## config.mk

```make
export PLATFORM = sky130hd
export DESIGN_NAME = multicycle_control
export DESIGN_NICKNAME = d
export VERILOG_FILES = /design/src/rtl/mc_ctrl_pkg.sv /design/src/rtl/mc_wait_timer.sv /design/src/rtl/multicycle_control.sv
export SDC_FILE = /design/constraint.sdc
export NUM_CORES = 1
export LEC_CHECK = 0
export BUFFER_PORTS_ARGS = -buffer_cell sky130_fd_sc_hd__buf_2
export CORE_AREA = 10 10 58 60
export CTS_CLUSTER_SIZE = 14
export DETAILED_ROUTE_END_ITERATION = 10
export DIE_AREA = 0 0 68 70
export GPL_ROUTABILITY_DRIVEN = 0
export PLACE_DENSITY = 0.83
export RECOVER_POWER = 50
export SLEW_MARGIN = 25
export SYNTH_ARGS = -nofsm -noshare
export SYNTH_HDL_FRONTEND = slang
export SYNTH_SLANG_ARGS = --single-unit
```

## constraint.sdc

```tcl
create_clock -name clk -period 3.3 [get_ports clk]
set_input_delay 0.66 -clock clk [delete_from_list [all_inputs] [get_ports clk]]
set_output_delay 0.66 -clock clk [all_outputs]
set_load 0.01 [all_outputs]
```

## src/rtl/mc_ctrl_pkg.sv

```systemverilog
// Shared definitions for the multi-cycle MIPS control unit.
//   state_e        : FSM state encoding, also exported on the debug state port
//   OP_*           : instruction opcodes (IR[31:26]) understood by the decoder
//   ALU_*          : AluOP codes driven to the ALU control block
//   SRCB_*         : ALUSrcB mux selects
//   PCSRC_*        : PCSource mux selects
package mc_ctrl_pkg;

  typedef enum logic [3:0] {
    ST_IDLE   = 4'd0,
    ST_FETCH  = 4'd1,
    ST_DECODE = 4'd2,
    ST_MEMADR = 4'd3,
    ST_MEMRD  = 4'd4,
    ST_MEMWB  = 4'd5,
    ST_MEMWR  = 4'd6,
    ST_EXEC   = 4'd7,
    ST_RWB    = 4'd8,
    ST_BRANCH = 4'd9,
    ST_JUMP   = 4'd10,
    ST_ADDIEX = 4'd11,
    ST_ADDIWB = 4'd12,
    ST_TRAP   = 4'd15
  } state_e;

  localparam logic [5:0] OP_RTYPE = 6'b000000;
  localparam logic [5:0] OP_LW    = 6'b100011;
  localparam logic [5:0] OP_SW    = 6'b101011;
  localparam logic [5:0] OP_BEQ   = 6'b000100;
  localparam logic [5:0] OP_BNE   = 6'b000101;
  localparam logic [5:0] OP_J     = 6'b000010;
  localparam logic [5:0] OP_ADDI  = 6'b001000;

  localparam logic [1:0] ALU_ADD   = 2'b00;
  localparam logic [1:0] ALU_SUB   = 2'b01;
  localparam logic [1:0] ALU_FUNCT = 2'b10;

  localparam logic [1:0] SRCB_B       = 2'b00;
  localparam logic [1:0] SRCB_FOUR    = 2'b01;
  localparam logic [1:0] SRCB_IMM     = 2'b10;
  localparam logic [1:0] SRCB_IMM_SH2 = 2'b11;

  localparam logic [1:0] PCSRC_ALU    = 2'b00;
  localparam logic [1:0] PCSRC_ALUOUT = 2'b01;
  localparam logic [1:0] PCSRC_JUMP   = 2'b10;

endpackage

```

## src/rtl/mc_wait_timer.sv

```systemverilog
// Memory-wait counter for the multi-cycle control unit.
//   clk      : rising-edge clock
//   rst_n    : synchronous active-low reset, clears the count
//   clr      : clear the count (has priority over en)
//   en       : count one more wait cycle
//   expired  : count has reached WAIT_MAX
module mc_wait_timer
  import mc_ctrl_pkg::*;
#(
  parameter int WAIT_W   = 8,
  parameter int WAIT_MAX = 255
) (
  input  logic clk,
  input  logic rst_n,
  input  logic clr,
  input  logic en,
  output logic expired
);

  localparam logic [WAIT_W-1:0] MAX_CNT = WAIT_W'(WAIT_MAX);

  if (WAIT_MAX >= (2 ** WAIT_W)) begin : g_bad_wait_max
    $error("mc_wait_timer: WAIT_MAX must be below 2**WAIT_W");
  end

  logic [WAIT_W-1:0] cnt_q;
  logic [WAIT_W-1:0] cnt_d;

  always_comb begin
    cnt_d = cnt_q;
    if (clr) begin
      cnt_d = '0;
    end else if (en) begin
      cnt_d = cnt_q + 1'b1;
    end
  end

  always_ff @(posedge clk) begin
    if (!rst_n) begin
      cnt_q <= '0;
    end else begin
      cnt_q <= cnt_d;
    end
  end

  assign expired = (cnt_q == MAX_CNT);

endmodule

```

## src/rtl/multicycle_control.sv

```systemverilog
// Multi-cycle MIPS control unit (Moore FSM).
// Sequences fetch/decode/execute/memory/writeback for R-type, lw, sw, beq,
// bne and optionally j and addi, stalling on mem_ready. Illegal opcodes and
// memory waits longer than WAIT_MAX end in a sticky TRAP state.
//   clk, rst_n          : clock, synchronous active-low reset
//   opcode              : IR[31:26], stable from DECODE onward
//   mem_ready           : memory finished the current access this cycle
//   PCWrite .. Ne       : single-bit datapath controls
//   PCSource, ALUSrcB,
//   AluOP               : 2-bit datapath mux / ALU selects
//   state               : current FSM state (debug)
//   instr_done          : pulse on the last cycle of every instruction
//   illegal_op          : sticky, trapped on an undecodable opcode
//   mem_timeout         : sticky, trapped on a memory wait timeout
module multicycle_control
  import mc_ctrl_pkg::*;
#(
  parameter bit EN_JUMP  = 1'b1,
  parameter bit EN_ADDI  = 1'b1,
  parameter int WAIT_W   = 8,
  parameter int WAIT_MAX = 255
) (
  input  logic       clk,
  input  logic       rst_n,
  input  logic [5:0] opcode,
  input  logic       mem_ready,
  output logic       PCWrite,
  output logic       PCWriteCond,
  output logic       IorD,
  output logic       MemRead,
  output logic       MemWrite,
  output logic       IRWrite,
  output logic       MemtoReg,
  output logic       RegWrite,
  output logic       RegDst,
  output logic       ALUSrcA,
  output logic       Ne,
  output logic [1:0] PCSource,
  output logic [1:0] ALUSrcB,
  output logic [1:0] AluOP,
  output logic [3:0] state,
  output logic       instr_done,
  output logic       illegal_op,
  output logic       mem_timeout
);

  state_e state_q, state_d;
  logic   ne_q, ne_d;
  logic   illegal_q, illegal_d;
  logic   timeout_q, timeout_d;

  logic   wait_en;
  logic   wait_clr;
  logic   wait_expired;

  // Only the three memory-handshake states accumulate wait cycles.
  assign wait_en  = ((state_q == ST_FETCH) || (state_q == ST_MEMRD) ||
                     (state_q == ST_MEMWR)) && !mem_ready;
  assign wait_clr = (state_d != state_q);

  mc_wait_timer #(
    .WAIT_W   (WAIT_W),
    .WAIT_MAX (WAIT_MAX)
  ) u_wait_timer (
    .clk     (clk),
    .rst_n   (rst_n),
    .clr     (wait_clr),
    .en      (wait_en),
    .expired (wait_expired)
  );

  always_comb begin
    state_d   = state_q;
    ne_d      = ne_q;
    illegal_d = illegal_q;
    timeout_d = timeout_q;
    case (state_q)
      ST_IDLE: state_d = ST_FETCH;
      ST_FETCH: begin
        // A ready memory on the limit cycle still completes normally.
        if (mem_ready) begin
          state_d = ST_DECODE;
        end else if (wait_expired) begin
          state_d   = ST_TRAP;
          timeout_d = 1'b1;
        end
      end
      ST_DECODE: begin
        ne_d = (opcode == OP_BNE);
        case (opcode)
          OP_RTYPE:       state_d = ST_EXEC;
          OP_LW, OP_SW:   state_d = ST_MEMADR;
          OP_BEQ, OP_BNE: state_d = ST_BRANCH;
          OP_J: begin
            if (EN_JUMP) begin
              state_d = ST_JUMP;
            end else begin
              state_d   = ST_TRAP;
              illegal_d = 1'b1;
            end
          end
          OP_ADDI: begin
            if (EN_ADDI) begin
              state_d = ST_ADDIEX;
            end else begin
              state_d   = ST_TRAP;
              illegal_d = 1'b1;
            end
          end
          default: begin
            state_d   = ST_TRAP;
            illegal_d = 1'b1;
          end
        endcase
      end
      ST_MEMADR: state_d = (opcode == OP_SW) ? ST_MEMWR : ST_MEMRD;
      ST_MEMRD: begin
        if (mem_ready) begin
          state_d = ST_MEMWB;
        end else if (wait_expired) begin
          state_d   = ST_TRAP;
          timeout_d = 1'b1;
        end
      end
      ST_MEMWR: begin
        if (mem_ready) begin
          state_d = ST_FETCH;
        end else if (wait_expired) begin
          state_d   = ST_TRAP;
          timeout_d = 1'b1;
        end
      end
      ST_MEMWB:  state_d = ST_FETCH;
      ST_EXEC:   state_d = ST_RWB;
      ST_RWB:    state_d = ST_FETCH;
      ST_BRANCH: state_d = ST_FETCH;
      ST_JUMP:   state_d = ST_FETCH;
      ST_ADDIEX: state_d = ST_ADDIWB;
      ST_ADDIWB: state_d = ST_FETCH;
      ST_TRAP:   state_d = ST_TRAP;
      default:   state_d = ST_TRAP;
    endcase
  end

  always_ff @(posedge clk) begin
    if (!rst_n) begin
      state_q   <= ST_IDLE;
      ne_q      <= 1'b0;
      illegal_q <= 1'b0;
      timeout_q <= 1'b0;
    end else begin
      state_q   <= state_d;
      ne_q      <= ne_d;
      illegal_q <= illegal_d;
      timeout_q <= timeout_d;
    end
  end

  always_comb begin
    PCWrite     = 1'b0;
    PCWriteCond = 1'b0;
    IorD        = 1'b0;
    MemRead     = 1'b0;
    MemWrite    = 1'b0;
    IRWrite     = 1'b0;
    MemtoReg    = 1'b0;
    RegWrite    = 1'b0;
    RegDst      = 1'b0;
    ALUSrcA     = 1'b0;
    Ne          = 1'b0;
    PCSource    = PCSRC_ALU;
    ALUSrcB     = SRCB_B;
    AluOP       = ALU_ADD;
    instr_done  = 1'b0;
    case (state_q)
      ST_FETCH: begin
        MemRead = 1'b1;
        ALUSrcB = SRCB_FOUR;
        // IR and PC+4 are captured only on the cycle the read completes.
        IRWrite = mem_ready;
        PCWrite = mem_ready;
      end
      ST_DECODE: ALUSrcB = SRCB_IMM_SH2;
      ST_MEMADR: begin
        ALUSrcA = 1'b1;
        ALUSrcB = SRCB_IMM;
      end
      ST_MEMRD: begin
        MemRead = 1'b1;
        IorD    = 1'b1;
      end
      ST_MEMWR: begin
        MemWrite   = 1'b1;
        IorD       = 1'b1;
        instr_done = mem_ready;
      end
      ST_MEMWB: begin
        MemtoReg   = 1'b1;
        RegWrite   = 1'b1;
        instr_done = 1'b1;
      end
      ST_EXEC: begin
        ALUSrcA = 1'b1;
        AluOP   = ALU_FUNCT;
      end
      ST_RWB: begin
        RegDst     = 1'b1;
        RegWrite   = 1'b1;
        instr_done = 1'b1;
      end
      ST_BRANCH: begin
        ALUSrcA     = 1'b1;
        AluOP       = ALU_SUB;
        PCWriteCond = 1'b1;
        PCSource    = PCSRC_ALUOUT;
        Ne          = ne_q;
        instr_done  = 1'b1;
      end
      ST_JUMP: begin
        PCWrite    = 1'b1;
        PCSource   = PCSRC_JUMP;
        instr_done = 1'b1;
      end
      ST_ADDIEX: begin
        ALUSrcA = 1'b1;
        ALUSrcB = SRCB_IMM;
      end
      ST_ADDIWB: begin
        RegWrite   = 1'b1;
        instr_done = 1'b1;
      end
      default: ;
    endcase
  end

  assign state       = state_q;
  assign illegal_op  = illegal_q;
  assign mem_timeout = timeout_q;

endmodule

```

[Yosys cells after proc, flatten, opt, wreduce, memory -nomap -nowiden]
Index checks and enable logic that the tools add are counted.
Storage, ports and cells
  register bits after elaboration: 15
  input bits: 9
  output and inout port bits: 24
Operators by class
  add/sub/neg operators: 1
  eq/ne operators: 20
  mux-type cells: 22
  bitwise gates (word level): 3
  reduce and logical (&&, ||, !) cells: 20
Operators with widths (count)
  4-bit case mux with 8 select lines: 1
  4-bit == test (second input constant): 5
  4-bit case mux with 5 select lines: 1
  4-bit by 3-bit == test with 1-bit output (second input constant): 4
  4-bit 2-to-1 mux: 4
  6-bit by 3-bit == test with 1-bit output (second input constant): 2
  6-bit == test (second input constant): 2
  2-bit OR reduction: 6
  1-bit 2-to-1 mux: 10
  8-bit by 1-bit adder with 8-bit output (second input constant): 1
  4-bit by 2-bit == test with 1-bit output (second input constant): 2
  8-bit == test (second input constant): 1
  2-bit case mux with 2 select lines: 2
  7-bit OR reduction: 1
  6-bit by 2-bit == test with 1-bit output (second input constant): 1
  6-bit by 4-bit == test with 1-bit output (second input constant): 1
  6-bit zero test: 1
  2-bit case mux with 3 select lines: 1
  3-bit OR reduction: 2
  6-bit OR reduction: 1
  5-bit OR reduction: 1
  4-bit by 1-bit == test with 1-bit output (second input constant): 1
  4-bit zero test: 1
  4-bit inequality test: 1
  9 further kinds: 13

[Logic depth before layout (Yosys ltp)]
  depth after elaboration: 6
  gate-level depth with buffers: 7

[By module]
From an unflattened synthesis, not the netlist that was laid out.
Second synthesis, totals
  cell total of the unflattened synthesis: 178
  area, all modules: 1229.9 µm²
Modules (own cells, without submodules)
  multicycle_control: times used 1, cells each 138, area an instance 875.8 µm², sequential area each 140.1 µm²
  mc_wait_timer: times used 1, cells each 40, area an instance 354.1 µm², sequential area each 160.2 µm²

[Worst setup path after synthesis]
OpenSTA, ideal clock, no wires.
  path type: reg-to-output
  from: reg state_q[3] (netlist: state[3])
  to: out Ne
  arrival time: 1.505 ns
  data required time: 2.640 ns
  setup slack: 1.135 ns
  cell stages (with the launch flop): 6
  path through: dfxtp_1 > clkbuf_1 > clkbuf_1 > nand2_1 > nor2_1 > and2_1
On the way
  word-level cells in the longest chain between the ends: 2
Ends and longest elaborated chain
  from (decl): RTL line multicycle_control.sv:47  | state_e state_q, state_d;
  from (signal assigned): RTL line multicycle_control.sv:152  | state_q <= state_d;
  4-bit == test: RTL line multicycle_control.sv:175  | case (state_q)
  1-bit 2-to-1 mux: RTL line multicycle_control.sv:175
  to (decl): RTL line multicycle_control.sv:37  | output logic Ne,
No other way between the ends.

[Final worst setup path]
  from: reg state_q[0] (netlist: state[0])
  to: out PCWrite
On the way
  word-level cells in the longest chain between the ends: 2
  elaborated cells on any way between the ends: 3
Ends and longest elaborated chain
  4-bit == test or 4-bit by 1-bit == test with 1-bit output (tied branches): RTL line multicycle_control.sv:175
  1-bit case mux with 2 select lines (*): RTL line multicycle_control.sv:175
  to (decl): RTL line multicycle_control.sv:27  | output logic PCWrite,
Mark *: on every way between the ends. The rest lies on a longest branch, timed or not.

==> impl_metrics.env <==
export IMPL_outcome="complete, no violations"
export IMPL_antenna_cells=0
export IMPL_multiInputGateArea_sq_um=805
export IMPL_globalRouteMet3Util=0.0351
export IMPL_h_tree_depth=1
export IMPL_grt_pass1_vias=1177
export IMPL_rows=18
export IMPL_synth_area_leaders="dfxtp_1 25%, nor2_1 5.0%, nand2_1 4.7%"
export IMPL_fin_crit_ns=2.50
export IMPL_grt_remaining_overflow=0
export IMPL_setup_violations=0
export IMPL_placedCellCount=212
export IMPL_worst_slew_pin_slew_ns=0.714
export IMPL_combPwrFrac=0.418
export IMPL_drt_iter0_markers=97
export IMPL_port_buffers=32
export IMPL_clk_pin_slew_worst_paths_ns=0.09
export IMPL_insertion_delay_ns=0.29
export IMPL_worstRegToRegCells=5
export IMPL_finalWirelength_mm=3.27
export IMPL_fill_cells=219
export IMPL_p_leak_nw=0.501
export IMPL_antenna_found_initial=0
export IMPL_hold_viol=0
export IMPL_power_internal_uw=328
export IMPL_syn2layout_area_growth_pct=12.0
export IMPL_start_util=0.511
export IMPL_num_vias=1279
export IMPL_clockBufferDepth=2
export IMPL_drc=0
export IMPL_cap_violations=0
export IMPL_final_layout_size_suffix_gt1_frac=0.161
export IMPL_crit_fanout=23
export IMPL_synth_top_area_frac=0.251
export IMPL_cts_resized=0
export IMPL_finClkSkew_ns=0.00964
export IMPL_critPathKind="flip-flop to output pin"
export IMPL_fmax_mhz=400
export IMPL_dieArea_sq_mm=0.00476
export IMPL_synth_avg_cell_area_sq_um=7.48
export IMPL_wl_per_cell_um=15.2
export IMPL_drtPass1Iterations=4
export IMPL_coreArea_sq_mm=0.00234
export IMPL_grt_max_degree=24
export IMPL_slew_headroom=0.524
export IMPL_io_pins=33
export IMPL_synth_nets=170
export IMPL_yosysUniqueCellTypes=44
export IMPL_grt_pass1_wl_mm=5.46
export IMPL_synth_area_sq_mm=0.00120
export IMPL_whs_path_depth=2
export IMPL_critPathCaptureType="output pin"
export IMPL_grtUsageMet1=0.179
export IMPL_critPathRequiredTime_ns=2.64
export IMPL_tritoncts="yes"
export IMPL_ys_warnings_count=0
export IMPL_ys_flop_type="dfxtp_1"
export IMPL_critPathLaunchType="flip-flop"
export IMPL_grt_use_total=0.138
export IMPL_ys_seq_area_frac=0.251
export IMPL_synth_largest_area_cell="dfxtp_1"
export IMPL_cts_buffers=3
export IMPL_rsz0062_at_grt="false"
export IMPL_clkPwrFrac=0.190
export IMPL_cts_hold_buf=0
export IMPL_finalMaxSlewViolations=0
export IMPL_stdcell_count=216
export IMPL_tns_ns=0
export IMPL_die_y_um=70
export IMPL_period_share=0.758
export IMPL_ys_ff_latch=15
export IMPL_async_reset_ff_frac=0
export IMPL_power_switching_uw=237
export IMPL_switching_share=0.420
export IMPL_p_seq_frac=0.392
export IMPL_synth_cells=160
export IMPL_power_density_mw_per_mm2=422
export IMPL_synth_edf_count=0
export IMPL_cts_num_sinks=15
export IMPL_ir_worst_vdd_mv=0.219
export IMPL_vias_per_cell=5.92
export IMPL_post_cts_buffers=0
export IMPL_r2r_slack_ns=0.91
export IMPL_hold_class="flip-flop to flip-flop"
export IMPL_die_w_um=68
export IMPL_fin_nets=197
export IMPL_cp_arrival_ns=1.84
export IMPL_final_common_cell="buf_2"
export IMPL_root_buffer="clkbuf_4"
export IMPL_grt_busiest_layer="met2"
export IMPL_dp_final_hpwl_mm=2.49
export IMPL_final_cell_mix="20 x buf_2, 16 x nor2_1, 15 x nand2_1, 15 x dfxtp_1, 13 x clkbuf_1"
export IMPL_seq_area_sq_um=300
export IMPL_use_met2=0.212
export IMPL_antenna_left=0
final timing paths:
kind	to	startpoint
max reg2reg	u_wait_timer.cnt_q[5]	state[2]
min	ne_q	ne_q
min reg2reg	ne_q	ne_q
max	PCWrite	state[0]
cell families after synthesis:
family,synth area share
adders and majority gates,0.0105
and+or+nand+nor,0.382
AOI/OAI and AO/OA,0.222
DFF,0.251
xor gates and xnor gates,0.0649
buffers and inverters,0.0617
muxes,0.00837
layer usage:
metal | vias to the layer above | wire length [um]
met1 | 576 | 1410
met5 | - | 0
met2 | 56 | 1440
met4 | 0 | 49
li1 | 640 | -
met3 | 7 | 382
per-stage QoR:
step / worst slack [ns] / area, sq um / total power, mW / util / hold slack [ns]
floorplan: 1.13 / 1200 / 0.399 / - / 0.427
global placement: 0.909 / 1350 / 0.462 / 0.575 / 0.438
detailed placement: 0.814 / 1350 / 0.469 / 0.575 / 0.448
CTS: 0.827 / 1370 / 0.578 / 0.586 / 0.462
global route: 0.622 / 1340 / 0.606 / 0.572 / 0.501
finish: 0.799 / 1340 / 0.565 / 0.572 / 0.457
synthesized netlist by cell type (3+ instances only):
| library cell | n |
|---|---|
| nor4_1 | 8 |
| o211ai_1 | 4 |
| xnor2_1 | 5 |
| buf_2 | 5 |
| nor2b_1 | 6 |
| a21oi_1 | 10 |
| nand3_1 | 3 |
| inv_1 | 5 |
| dfxtp_1 | 15 |
| o21ai_0 | 4 |
| o21a_1 | 5 |
| nor3_1 | 8 |
| nor2_1 | 16 |
| nand2b_1 | 5 |
| clkbuf_1 | 4 |
| nand2_1 | 15 |
| nand4_1 | 6 |
area by class of cell:
| cell class | instances | share of cell area |
|---|---|---|
| inverters | 5 | 0.0140 |
| repair buffers | 33 | 0.114 |
| clock buffers | 4 | 0.0196 |
| multi-input cells | 129 | 0.600 |
| well taps | 30 | 0.0280 |
| flip-flops and latches | 15 | 0.224 |
power groups by stage:
stage / Sequential [mW] / Clock, mW / Combinational [mW]
2_1_floorplan: 0.204 / 0 / 0.195
3_3_place_gp: 0.224 / 0 / 0.238
3_5_place_dp: 0.225 / 0 / 0.244
4_1_cts: 0.220 / 0.112 / 0.246
5_1_grt: 0.226 / 0.120 / 0.260
6_report: 0.222 / 0.107 / 0.236
critical path, cell delays in order, from the launching register on:
cell	delay [ns]
dfxtp_1	0.79
nor2b_1	0.33
and3_1	0.21
or2_2	0.10
buf_2	0.12
sequential cells by signal (all words and copies together), names as in the netlist:
register	count
u_wait_timer.cnt_q	8
state	4
illegal_op	1
mem_timeout	1
ne_q	1
(Power assumes the default switching activity.)
